File: config.mk
export PLATFORM = sky130hd
export DESIGN_NAME = travel_step_tracker
export DESIGN_NICKNAME = d
export VERILOG_FILES = /design/src/rtl/travel_step_tracker.sv
export SDC_FILE = /design/constraint.sdc
export NUM_CORES = 1
export LEC_CHECK = 0
export CAP_MARGIN = 20
export CORE_ASPECT_RATIO = 1.1
export CORE_MARGIN = 10
export CORE_UTILIZATION = 35
export CTS_CLUSTER_DIAMETER = 200
export DETAILED_ROUTE_END_ITERATION = 6
export SETUP_SLACK_MARGIN = 0.1
export SLEW_MARGIN = 15
export SYNTH_ARGS = -nofsm -noshare
export SYNTH_HDL_FRONTEND = slang
export SYNTH_SLANG_ARGS = --single-unit
File: constraint.sdc
create_clock -name clk -period 3.05 [get_ports clk]
set_clock_uncertainty 0.2 [all_clocks]
set_input_delay 0.61 -clock clk [delete_from_list [all_inputs] [get_ports clk]]
set_output_delay 0.61 -clock clk [all_outputs]
set_load 0.02 [all_outputs]
File: src/rtl/travel_step_tracker.sv
// ============================================================================
//  Module      : travel_step_tracker
//  Description : Signed step position, step period, stall, reversal and soft
//                limit tracking downstream of the quadrature encoder top.
//  Revision    : 1.0 - initial release
// ============================================================================
`default_nettype none

module travel_step_tracker #(
   parameter int POS_BITS     = 16,
   parameter int PER_BITS     = 24,
   parameter int STALL_CYCLES = 5000000,
   parameter int LIM_HI       = 1000,
   parameter int LIM_LO       = -1000
) (
   input  logic                clk,
   input  logic                reset,
   input  logic                trvl,
   input  logic                fwd_bck,
   input  logic                clr,
   output logic [POS_BITS-1:0] position,
   output logic [PER_BITS-1:0] period,
   output logic                period_valid,
   output logic                dir,
   output logic                dir_change,
   output logic                moving,
   output logic                stall,
   output logic                limit_hi,
   output logic                limit_lo
);

   typedef enum logic [1:0] {
      S_IDLE  = 2'd0,
      S_ARMED = 2'd1,
      S_TRACK = 2'd2
   } state_t;

   localparam logic [PER_BITS-1:0] c_GAP_MAX = '1;
   localparam logic [PER_BITS-1:0] c_STALL   = PER_BITS'(STALL_CYCLES);
   localparam logic [POS_BITS-1:0] c_POS_MAX = {1'b0, {(POS_BITS-1){1'b1}}};
   localparam logic [POS_BITS-1:0] c_POS_MIN = {1'b1, {(POS_BITS-1){1'b0}}};

   state_t              r_state;
   state_t              w_state_nx;
   logic                r_trvl_q;
   logic [PER_BITS-1:0] r_gap;
   logic [POS_BITS-1:0] r_position;
   logic [PER_BITS-1:0] r_period;
   logic                r_period_valid;
   logic                r_dir;
   logic                r_dir_change;
   logic                r_moving;
   logic                r_stall;
   logic                r_limit_hi;
   logic                r_limit_lo;

   logic                w_step;
   logic [PER_BITS-1:0] w_gap_inc;
   logic                w_timeout;
   logic [POS_BITS-1:0] w_pos_nx;
   logic signed [31:0]  w_pos_ext;
   logic [PER_BITS-1:0] w_period_nx;
   logic                w_period_valid_nx;
   logic                w_dir_nx;
   logic                w_dir_change_nx;
   logic                w_stall_nx;

   // Period is the cycle count from one step edge to the next, hence gap+1
   always_comb begin
      w_step    = trvl & ~r_trvl_q;
      w_gap_inc = (r_gap == c_GAP_MAX) ? r_gap : r_gap + 1'b1;
      w_timeout = (w_gap_inc >= c_STALL);
   end

   always_comb begin
      w_state_nx        = r_state;
      w_period_nx       = r_period;
      w_period_valid_nx = 1'b0;
      w_dir_nx          = r_dir;
      w_dir_change_nx   = 1'b0;
      w_stall_nx        = r_stall;
      case (r_state)
         S_IDLE: begin
            if (w_step) begin
               w_state_nx = S_ARMED;
               w_stall_nx = 1'b0;
               w_dir_nx   = fwd_bck;
            end
         end
         S_ARMED, S_TRACK: begin
            if (w_step) begin
               w_stall_nx = 1'b0;
               if (fwd_bck == r_dir) begin
                  w_state_nx        = S_TRACK;
                  w_period_nx       = w_gap_inc;
                  w_period_valid_nx = 1'b1;
               end else begin
                  w_state_nx      = S_ARMED;
                  w_dir_nx        = fwd_bck;
                  w_dir_change_nx = 1'b1;
               end
            end else if (w_timeout) begin
               w_state_nx = S_IDLE;
               w_stall_nx = 1'b1;
            end
         end
         default: w_state_nx = S_IDLE;
      endcase
   end

   // clr overrides the increment but the step still drives the FSM above
   always_comb begin
      w_pos_nx = r_position;
      if (clr) begin
         w_pos_nx = '0;
      end else if (w_step) begin
         if (fwd_bck && (r_position != c_POS_MAX)) begin
            w_pos_nx = r_position + 1'b1;
         end else if (!fwd_bck && (r_position != c_POS_MIN)) begin
            w_pos_nx = r_position - 1'b1;
         end
      end
      w_pos_ext = 32'($signed(w_pos_nx));
   end

   always_ff @(posedge clk) begin
      if (!reset) begin
         r_state        <= S_IDLE;
         r_trvl_q       <= 1'b1;
         r_gap          <= '0;
         r_position     <= '0;
         r_period       <= '0;
         r_period_valid <= 1'b0;
         r_dir          <= 1'b0;
         r_dir_change   <= 1'b0;
         r_moving       <= 1'b0;
         r_stall        <= 1'b0;
         r_limit_hi     <= (32'sd0 >= LIM_HI);
         r_limit_lo     <= (32'sd0 <= LIM_LO);
      end else begin
         r_state        <= w_state_nx;
         r_trvl_q       <= trvl;
         r_gap          <= w_step ? '0 : w_gap_inc;
         r_position     <= w_pos_nx;
         r_period       <= w_period_nx;
         r_period_valid <= w_period_valid_nx;
         r_dir          <= w_dir_nx;
         r_dir_change   <= w_dir_change_nx;
         r_moving       <= (w_state_nx != S_IDLE);
         r_stall        <= w_stall_nx;
         r_limit_hi     <= (w_pos_ext >= LIM_HI);
         r_limit_lo     <= (w_pos_ext <= LIM_LO);
      end
   end

   assign position     = r_position;
   assign period       = r_period;
   assign period_valid = r_period_valid;
   assign dir          = r_dir;
   assign dir_change   = r_dir_change;
   assign moving       = r_moving;
   assign stall        = r_stall;
   assign limit_hi     = r_limit_hi;
   assign limit_lo     = r_limit_lo;

endmodule

`default_nettype wire

# --- Yosys cells after proc, flatten, opt, wreduce, memory -nomap -nowiden ---
# Cells that the tools add are included.
word_totals:
  register_bits: 74
  inputBits: 5
  output_inout_bits: 47
  elab_cells: 63
classes:
  add_sub_neg: 3
  magnitude_cmp: 3
  eq_ne: 10
  mux: 20
  n_bitwise: 3
  reduce_logical: 12
op_table:
  columns: ["cell", "count"]
  rows:
  - ["2-to-1 mux 16 bit", 4]
  - ["adder 24 x 1 -> 24 bit (second input constant)", 1]
  - ["== test 24 bit (second input constant)", 1]
  - [">= comparator 24 x 23 -> 1 bit (second input constant)", 1]
  - ["2-to-1 mux 24 bit", 1]
  - ["adder 16 x 1 -> 16 bit (second input constant)", 1]
  - [">= comparator 16 x 11 -> 1 bit (second input constant)", 1]
  - ["less-or-equal comparator 16 x 11 -> 1 bit (second input constant)", 1]
  - ["!= test 16 x 15 -> 1 bit (second input constant)", 1]
  - ["!= test 16 bit (second input constant)", 1]
  - ["subtractor 16 x 1 -> 16 bit (second input constant)", 1]
  - ["AND reduction 3 bit", 3]
  - ["2-to-1 mux 1 bit", 8]
  - ["2-to-1 mux 2 bit", 4]
  - ["!= test 2 bit (second input constant)", 3]
  - ["case mux 1 bit (2 select lines)", 2]
  - ["case mux 2 bit (2 select lines)", 1]
  - ["AND reduction 4 bit", 1]
  - ["nonzero test 2 bit", 2]
  - ["OR reduction 2 bit", 2]
  - ["!= test 3 bit (second input constant)", 1]
  - ["== test 2 x 1 -> 1 bit (second input constant)", 1]
  - ["== test 2 bit (second input constant)", 1]
  - ["logical AND 1 bit", 2]
  - ["5 further kinds", 6]

# --- Logic depth before layout (Yosys ltp) ---
logic_depth:
  ltp_word: 7
  ltp_mapped: 11
  ltp_nobuf: 10

# --- Worst setup path before layout ---
# Ideal clock, no wire load.
synth_path:
  kind: "register to register"
  startpoint: "register r_gap[0]"
  endpoint: "register r_stall (netlist: stall)"
  setup_time_ns: 0.060
  t_arrival_ns: 2.800
  t_required_ns: 2.790
  path_slack_ns: -0.010
  stages_incl_launch_ff: 11
  path_buffers: 0
  period_less_slack_ns: 3.060
  cell_sequence: "dfxtp_1 ha_1 nand3_4 nor2_1 a31oi_4 and3_4 xnor2_2 or4_1 a311o_1 a2111oi_2 a311o_1"
synth_via:
  elab_chain_cells: 5
  elab_cells_between_ends: 6
  cone_classes: "1 x add/sub; 1 x order compare; 2 x eq/ne; 1 x mux; 1 x reduce/logical"
synth_rtl:
  columns: ["element", "line", "text"]
  rows:
  - ["start, declared", "46", "logic [PER_BITS-1:0] r_gap;"]
  - ["start signal, assigned", "143", "r_gap <= w_step ? '0 : w_gap_inc;"]
  - ["adder 24 x 1 -> 24 bit / == test 24 bit (equally long branches)", "71", "w_gap_inc = (r_gap == c_GAP_MAX) ? r_gap : r_gap + 1'b1;"]
  - ["2-to-1 mux 24 bit (*)", "71", null]
  - [">= comparator 24 x 23 -> 1 bit (*)", "72", "w_timeout = (w_gap_inc >= c_STALL);"]
  - ["!= test 3 bit (no source line) (*)", null, null]
  - ["AND reduction 3 bit (no source line) (*)", null, null]
  - ["end signal, assigned", "150", "r_stall <= w_stall_nx;"]
  - ["end, declared", "53", "logic r_stall;"]
# Every way passes the cells marked *; elsewhere a longest branch is shown, timed or not.
# A chain may end at the register's enable or synchronous reset.

# --- Final worst setup path ---
layout_path:
  startpoint: "register r_gap[6]"
  endpoint: "register r_stall (netlist: stall)"
# The elaborated chain is that of the path after synthesis.

==> results by group <==
Worst hold path
  – WHS Path Cells: 2
  – Worst min-delay path class: flop to flop
  – Endpoint, Worst Hold: period[0]
  – Min-delay src: period[0]

Pwr
  – Final Total Pwr: 2.333 mW
  – Switching share of power: a little under a quarter
  – Leakage: 2.165 nW
  – Clk pwr share: 49.7%
  – VDD IR-drop max: 0.0002535 V
  – Int Pwr: around 1.8 mW
  – Sw power: approximately 0.54 mW
  – Sequential Power Share: 42.1%
  – Cell Pwr Density: 409.6 nW/um^2
  – Logic pwr share: 8.2%

Clocking
  – Cts hold-fix bufs: 0
  – Max clock buf depth: 2
  – Skew-Pair Late Insertion Delay: 0.34 ns
  – Clock root buffer: clkbuf_16
  – CTS tree: done
  – H-tree Lvls: 3
  – Total CTS buffers: 9
  – Clk sinks: 74
  – Worst-path clk slew: roughly 0.060 ns

Synthesis
  – Synth top area cells: dfxtp_1 (38%), nor2_1 (7.7%), xnor2_1 (4.3%)
  – Yosys reg bits: between 70 and 80
  – Post-synthesis cell area: approximately 4000 um^2
  – Count of different cell masters after synthesis: 71
  – Yosys top cell by area: dfxtp_1
  – Synth cell count leaders: nor2_1 (80), dfxtp_1 (74), nand2_1 (27)
  – Synth warnings: 0
  – Ys async rst share: 0%
  – Post-synth EDFFs: 0
  – Sequential cell area fraction in the yosys report: 37.92%
  – Top_reg_cell synth: dfxtp_1
  – Area fraction of the dominant cell type after synthesis: 37.92%
  – Synth Area per Inst: 8.473 um^2
  – Post-Syn Nets: 472
  – Syn Inst Count: 461
  – Most common cell in the netlist: nor2_1

Place
  – GPL Wtd Cong: 0.9771
  – PortBufs: 51
  – Post-DP HPWL: 8888 um
  – Placed Area: between 5000 and 6000 um^2

Critical path
  – Reg2reg start: r_gap[6]
  – R2r setup slk: 0.12 ns
  – CP required: 3.07 ns
  – FF-to-FF path depth: 10
  – Worst r2r dst: stall
  – WS Path Type: flop to flop
  – CP startpoint kind: flop
  – Crit path DAT: 2.95 ns
  – Crit end category: flop
  – CP Max Fanout: 5

Cells and area
  – Fraction of layout cells with a size suffix above 1: 30.12%
  – Final net count: about 590
  – Core Util, Final: between 50% and 60%
  – Cell area after layout: around 5700 um^2
  – Synthesis-to-finish area growth: 45.84%
  – Ant. Diodes: 0

Global routing
  – Pin count of the biggest net entering global routing: 36
  – First-pass GRT wire length: 18860 um
  – Initial antenna violation count: 0
  – GR Overflow Total: 0
  – Tot GR Track Use: 14.76%
  – Vias in the first global route: 3853

Detailed routing
  – Routed Antenna Nets: 0
  – Routed WL per cell: 16.48 um
  – DRT Pass-1 Iters: 5
  – Metal-1 WL: 4833 um
  – Remaining routing DRC violations: 0
  – 1st-iter DRT viols: 261
  – Final WL: 12000 um
  – Metal2 WL: 5950 um
  – Vias per cell: 5.299
  – Top layer reached by signal wires: met4
  – Via count: 3858
  – Met3 wire len: 742 um

Floorplan
  – Core area: 10910 um^2
  – FP Rows: 40
  – Die area: approximately 16000 um^2
  – Die height: about 130 um
  – I/O Pins: 52
  – Initial Utilization: 35.80%
  – Die width: 120.7 um

Timing
  – RSZ-0062 raised after global routing: yes
  – Max_slew headroom: 64.89%
  – Fmax: 341.5 MHz
  – Max Slew Vio Count: 0
  – Hold Fails Final Rpt: 0
  – Final period util: around 96%
  – Final Setup Violations: 0
  – Final min period: 2.928 ns
  – Worst Tran Pin Value: between 0.5 and 0.6 ns
  – Worst hold slack: 0.2565 ns
  – Final TNS setup: 0 ns

Status
  – Outcome: finished, final reports clean

Run
  – Max-cap violations: 0
-- stage by stage --
| stage | setup slack [ns] | cells |
|---|---|---|
| 6_report | 0.1218 | 728 |
| 3_5_place_dp | -0.04503 | 702 |
| 5_1_grt | 0.01978 | 728 |
| 3_3_place_gp | -0.05742 | 702 |
| 4_1_cts | 0.09552 | 719 |
| 2_1_floorplan | 0.09241 | 461 |
-- metal layers --
layer  up-vias  global-route usage, %
met5         -                      0
met4         0                  7.173
met2       132                  25.86
met3        38                  4.506
met1      1795                  15.94
li1       1893                      -
-- area by class of cell --
cell class,instances,area (um^2)
Fill cell,1041,5214
Multi-Input combinational cell,352,2522
Sequential cell,74,1533
Timing Repair Buffer,128,1089
Clock buffer,10,239.0
Tap cell,147,183.9
Clock inverter,6,88.84
Inverter,11,41.29
-- cell usage in the layout, fill, tap and decap left out, types with 12 or more instances in the layout --
cell type / instances
clkdlybuf4s50_1: 51
nor3_1: 12
dfxtp_1: 51
xnor2_1: 18
buf_4: 77
nor2_1: 79
and3_1: 14
nand2_1: 26
a21oi_1: 14
a211oi_1: 16
o21ai_0: 12
dfxtp_2: 14
-- worst max-delay path, stage by stage (launching register included) --
cell and delay [ns]:
dfxtp_2 0.36, nand4_1 0.11, buf_4 0.18, buf_4 0.13
nor2_1 0.16, and3_4 0.22, xnor2_2 0.08, or4_4 0.54
a311o_1 0.38, and3_1 0.19, a311o_1 0.26
-- logic make-up (layout without fill, tap and decap cells) --
kind of cell / count (synthesis) / after routing / synth area share [%]
fa+ha+maj: 6 / 6 / 1.922
buf+inv: 35 / 155 / 4.356
mux: 5 / 5 / 1.345
simple gates: 229 / 229 / 32.67
compound gates: 80 / 80 / 14.41
xor+xnor: 32 / 32 / 7.367
flops: 74 / 74 / 37.92
-- state kept, by name, indices dropped and copies added, names as in the netlist --
name / flops
position: 16
limit_lo: 1
limit_hi: 1
r_trvl_q: 1
dir: 1
r_gap: 24
moving: 1
period: 24
period_valid: 1
stall: 1
dir_change: 1
r_state: 2
-- power by group through the flow --
| stage | clock [mW] | combinational [mW] | sequential (mW) |
|---|---|---|---|
| 6_report | 1.16 | 0.191 | 0.983 |
| 5_1_grt | 1.22 | 0.209 | 0.984 |
| 4_1_cts | 1.18 | 0.182 | 0.990 |
| 3_5_place_dp | 0 | 0.179 | 1.01 |
| 3_3_place_gp | 0 | 0.178 | 1.01 |
| 2_1_floorplan | 0 | 0.0948 | 1.02 |
-- worst max path at each step --
stage | startpoint | to | slack, ns | depth (start not counted)
floorplan | r_gap[21] | stall | 0.09 | 9
global placement | fwd_bck | limit_hi | -0.06 | 8
detailed placement | fwd_bck | limit_hi | -0.05 | 8
CTS | r_gap[5] | stall | 0.1 | 9
global route | r_gap[6] | stall | 0.02 | 10
finish | r_gap[6] | stall | 0.12 | 10
-- what timing repair did --
item                                   4_1_cts  5_1_grt
cloned                                       0        0
pin swaps                                    6       20
resized for setup                           17       57
endpoints found under the hold margin        0        0
setup endpoints to repair                    6        6
buffers inserted                             1        9
(Power assumes the default switching activity.)
